## src/rtl/arb4_pkg.sv

```systemverilog
// Shared definitions for the four-requester hold arbiter: state encoding,
// requester count and a one-hot helper.
package arb4_pkg;

  localparam int ARB_N = 4;

  typedef enum logic {
    ST_IDLE  = 1'b0,
    ST_GRANT = 1'b1
  } state_e;

  function automatic logic [ARB_N-1:0] onehot(input logic [1:0] id);
    return {{(ARB_N-1){1'b0}}, 1'b1} << id;
  endfunction

endpackage

```

## src/rtl/arb4_pick.sv

```systemverilog
// Combinational MSB-first pick over a request vector rotated by base; the
// winning index is un-rotated so it names the original requester.
module arb4_pick
  import arb4_pkg::*;
(
  input  logic [ARB_N-1:0] req,
  input  logic [1:0]       base,
  output logic [1:0]       pick_id,
  output logic             pick_valid
);

  logic [ARB_N-1:0] rot;
  logic [1:0]       enc;

  // rot[i] = req[(i + base) mod 4], so rot[3] is the requester just below base
  always_comb begin
    rot = req;
    case (base)
      2'd0:    rot = req;
      2'd1:    rot = {req[0],   req[3:1]};
      2'd2:    rot = {req[1:0], req[3:2]};
      default: rot = {req[2:0], req[3]};
    endcase
  end

  always_comb begin
    enc = 2'd0;
    if (rot[3])      enc = 2'd3;
    else if (rot[2]) enc = 2'd2;
    else if (rot[1]) enc = 2'd1;
  end

  assign pick_id    = enc + base;
  assign pick_valid = |req;

endmodule

```

## src/rtl/arb4_hold.sv

```systemverilog
// Four-requester arbiter with registered grant, hold until release and an
// optional tenure limit. Define ARB4_ROUND_ROBIN_EN for rotating priority.
module arb4_hold
  import arb4_pkg::*;
#(
  parameter int MAX_HOLD = 8
) (
  input  logic             clk,
  input  logic             rst,
  input  logic [ARB_N-1:0] req,
  output logic [ARB_N-1:0] gnt,
  output logic [1:0]       gnt_id,
  output logic             gnt_valid
);

  localparam int CW    = (MAX_HOLD > 0) ? $clog2(MAX_HOLD + 1) : 1;
  localparam int LIM_I = (MAX_HOLD > 0) ? MAX_HOLD - 1 : 0;
  localparam logic [CW-1:0] LIMIT = CW'(LIM_I);

  state_e           state_q;
  logic [CW-1:0]    cnt_q;
  logic [CW-1:0]    cnt_d;
  logic [ARB_N-1:0] gnt_q;
  logic [1:0]       id_q;
  logic             vld_q;

  logic [1:0]       base;
  logic [1:0]       pick_id;
  logic             pick_valid;
  logic             owner_req;
  logic             at_limit;

`ifdef ARB4_ROUND_ROBIN_EN
  logic [1:0] last_q;

  always_ff @(posedge clk or posedge rst) begin
    if (rst) begin
      last_q <= 2'd0;
    end else if (state_q == ST_IDLE && pick_valid) begin
      last_q <= pick_id;
    end
  end

  assign base = last_q;
`else
  assign base = 2'd0;
`endif

  arb4_pick u_pick (
    .req       (req),
    .base      (base),
    .pick_id   (pick_id),
    .pick_valid(pick_valid)
  );

  assign owner_req = req[id_q];
  // With no limit the counter stays at zero and never triggers a release
  assign at_limit  = (MAX_HOLD != 0) && (cnt_q == LIMIT);
  assign cnt_d     = (MAX_HOLD != 0) ? cnt_q + CW'(1) : '0;

  always_ff @(posedge clk or posedge rst) begin
    if (rst) begin
      state_q <= ST_IDLE;
      cnt_q   <= '0;
      gnt_q   <= '0;
      id_q    <= 2'd0;
      vld_q   <= 1'b0;
    end else begin
      case (state_q)
        ST_IDLE: begin
          if (pick_valid) begin
            gnt_q   <= onehot(pick_id);
            id_q    <= pick_id;
            vld_q   <= 1'b1;
            cnt_q   <= '0;
            state_q <= ST_GRANT;
          end
        end
        ST_GRANT: begin
          // Owner drop wins over the limit; either way one idle cycle follows
          if (!owner_req || at_limit) begin
            gnt_q   <= '0;
            id_q    <= 2'd0;
            vld_q   <= 1'b0;
            state_q <= ST_IDLE;
          end else begin
            cnt_q <= cnt_d;
          end
        end
        default: state_q <= ST_IDLE;
      endcase
    end
  end

  assign gnt       = gnt_q;
  assign gnt_id    = id_q;
  assign gnt_valid = vld_q;

endmodule

```

## config.mk

```make
export PLATFORM = sky130hd
export DESIGN_NAME = arb4_hold
export DESIGN_NICKNAME = d
export VERILOG_FILES = /design/src/rtl/arb4_pkg.sv /design/src/rtl/arb4_pick.sv /design/src/rtl/arb4_hold.sv
export SDC_FILE = /design/constraint.sdc
export NUM_CORES = 1
export LEC_CHECK = 0
export CORE_MARGIN = 1
export CORE_UTILIZATION = 30
export DETAILED_ROUTE_END_ITERATION = 6
export HOLD_SLACK_MARGIN = 0.05
export PLACE_DENSITY = 0.59
export SYNTH_ARGS = -nofsm -noshare
export SYNTH_HDL_FRONTEND = slang
export SYNTH_SLANG_ARGS = --single-unit
```

## constraint.sdc

```tcl
create_clock -name clk -period 1.8 [get_ports clk]
set_input_delay 0.27 -clock clk [delete_from_list [all_inputs] [get_ports clk]]
set_output_delay 0.27 -clock clk [all_outputs]
set_load 0.05 [all_outputs]
```

==> impl_metrics.json <==
{
  "drtIter0Drc": 10,
  "pin_count": 13,
  "cts_tree": "done",
  "path_cells": "clkdlybuf4s50_1",
  "antenna_cells": 0,
  "reg2reg_depth": 4,
  "pre_cts_ws_ns": 0.0279,
  "final-setup-viol-count": 0,
  "via_per_inst": 4.88,
  "io_buffers": 12,
  "synth.net_count": 70,
  "fin_worst_skew_ns": 0.00459,
  "die_area_um2": 2400,
  "final.setup.worst_slack_ns": 0.0817,
  "drt_first_pass_iters": 3,
  "power.total_mw": 1.51,
  "antenna_found_initial": 0,
  "multi_input_area_um2": 337,
  "crit_required_ns": 1.53,
  "regArea_um2": 300,
  "ys_seq_area_share_pct": 45.3,
  "syn-cell-area_um2": 663,
  "cts_hold_buf": 0,
  "yosys_register_bits": 12,
  "n_fill_cell": 203,
  "nNetsFinal": 94,
  "drc": 0,
  "die_y_um": 49.0,
  "dr_total_vias": 552,
  "slew_headroom_pct": 67.1,
  "r2r-end": "cnt_q[1]$_DFFE_PP0P_",
  "core_area_um2": 2020,
  "cts_buffers": 3,
  "areaGrowthSynthToFinish_pct": 35.8,
  "max-clock-path-buffers": 2,
  "syn_inst": 63,
  "grt_first_pass_wirelength_um": 2470,
  "synth.distinct_cells": 33,
  "cp_top_family": "buffers and inverters",
  "worstSetupPathType": "reg2out",
  "grt_remaining_overflow": 0,
  "r2r-start": "state_q$_DFF_PP0_",
  "fin_crit_ns": 1.72,
  "grt_max_degree": 13,
  "finalWeightedCongestion": 0.772,
  "leakage_nw": 0.403,
  "rrSetupSlack_ns": 0.29,
  "hold_viol_final": 0,
  "clock_latency_ns": 0.27,
  "post-place-cells": 109,
  "cts.sinks": 12,
  "status": "complete, no violations",
  "rsz0062_at_grt": "no",
  "end_kind": "output pin",
  "drv_cap": 0,
  "track_usage_pct": 13.7,
  "first_global_vias": 546,
  "cp.arrival_ns": 1.45,
  "post_cts_resized": 0,
  "drv_slew": 0,
  "dpl.hpwl_um": 1070,
  "cts_max_level": 1,
  "critPathLaunchType": "flop",
  "start_util_pct": 32.8,
  "setup_tns_ns": 0,
  "cp_num_buf_inv": 1,
  "hold_class": "in2async",
  "cellPowerDensity_nw_per_um2": 1670,
  "avgSynthCellArea_um2": 10.5,
  "startpoint": "gnt[3]$_DFFE_PP0P_",
  "timing.final.crit_share_pct": 95.5,
  "layout-drive-gt1-share_pct": 26.7,
  "cts_setup_buffers": 0,
  "max_freq_mhz": 582,
  "clk_pin_slew_ns": 0.07,
  "wl_um": 1370,
  "cpPeakStageDelay_ns": 0.81,
  "cts-root-buf": "clkbuf_4",
  "hold_ws_ns": 0.302,
  "fin_cells": 113,
  "yosysWarnings": 0,
  "worst_pin_slew_ns": 0.492,
  "layout_common_cells": "12 x dfrtp_1, 11 x buf_4, 10 x clkdlybuf4s50_1, 6 x a21oi_1, 5 x nand3_1",
  "die_w_um": 49.0,
  "rows": 16,
  "cp_max_fo": 3,
  "wl_per_cell_um": 12.2,
  "final_common_cell": "dfrtp_1",
  "ant_nets": 0,
  "slowest_stage": "clkdlybuf4s50_1",
  "peakVddDrop_v": 0.000893
}
-- layout make-up --
class	instances	area share (%)
Clock buffer	4	4.03
Inverter	3	1.25
Multi-Input combinational cell	46	37.4
Sequential cell	12	33.3
Tap cell	27	3.75
Timing Repair Buffer	21	20.3
-- worst max path at each step --
stage                                      end  slack, ns  cells past startpoint
after floorplan           cnt_q[1]$_DFFE_PP0P_       0.06                      4
after global placement      gnt[0]$_DFFE_PP0P_       0.03                      5
after detailed placement  cnt_q[1]$_DFFE_PP0P_       0.03                      5
after CTS                               gnt[1]       0.06                      1
after global routing                    gnt[2]       0.02                      1
final                                   gnt[3]       0.08                      1
-- state kept, by name, summed over array words and instances, names as in the netlist --
signal	flops
gnt	4
gnt_id	2
state_q	1
gnt_valid	1
cnt_q	4
-- cells in the mapped netlist, drive strengths merged --
cell type,n,area [um2]
nand2b,1,6.26
a21oi,6,30.0
o21ba,1,10.0
nand3b,1,7.51
nor2,4,17.5
buf,1,11.3
a31oi,1,6.26
o31ai,1,7.51
ha,1,12.5
or4,1,7.51
dfrtp,12,300
mux2,1,15.0
clkbuf,1,3.75
o21ai,7,38.8
o41ai,1,8.76
o2bb2a,1,10.0
and2b,1,8.76
a21o,1,7.51
mux2i,3,30.0
nor3,1,5.00
nand2,2,15.0
or3b,1,8.76
a41o,1,10.0
nand3,5,25.0
nor3b,1,7.51
inv,3,11.3
o22ai,1,20.0
xor2,1,8.76
nor4,1,12.5
-- power by group --
| group | switching, mW | internal (mW) | total, mW | leakage [nW] |
|---|---|---|---|---|
| Sequential | 0.107 | 0.369 | 0.476 | 0.155 |
| Combinational | 0.471 | 0.355 | 0.826 | 0.227 |
| Clock | 0.0845 | 0.123 | 0.207 | 0.0210 |
-- stage by stage --
| step | utilization (%) | area, um2 |
|---|---|---|
| finish | 44.6 | 901 |
| global route | 44.6 | 901 |
| CTS | 44.6 | 901 |
| detailed placement | 42.8 | 865 |
| global placement | 42.8 | 865 |
| floorplan | - | 663 |
-- worst reg2reg max path, delay by kind of cell (launching register included) --
family | cells | cell delay, ns
DFF | 1 | 0.52
AOI/OAI and AO/OA | 1 | 0.29
and+or+nand+nor | 2 | 0.27
muxes | 1 | 0.31
-- layer usage --
metal	global-route usage [%]	vias to the layer above	part of all wire (%)	routed length, um
li1	-	280	-	-
met1	17.1	263	50	684
met2	21.3	7	47	649
met3	4.67	2	1.5	20
met4	5.88	0	1.4	19
met5	0	-	0	0
-- kinds of logic (layout without fill, tap and decap cells) --
family                   count (synthesis)  count (layout)  share of synthesized area (%)
adder cells (fa/ha/maj)                  1               1                           1.89
XOR/XNOR                                 1               1                           1.32
AO/OA/AOI/OAI                           21              21                           22.5
multiplexers                             4               4                           6.79
flip-flops                              12              12                           45.3
buffers and inverters                    5              28                           3.96
AND/OR/NAND/NOR                         19              19                           18.3
No activity file was read; power rests on OpenSTA's default activity.
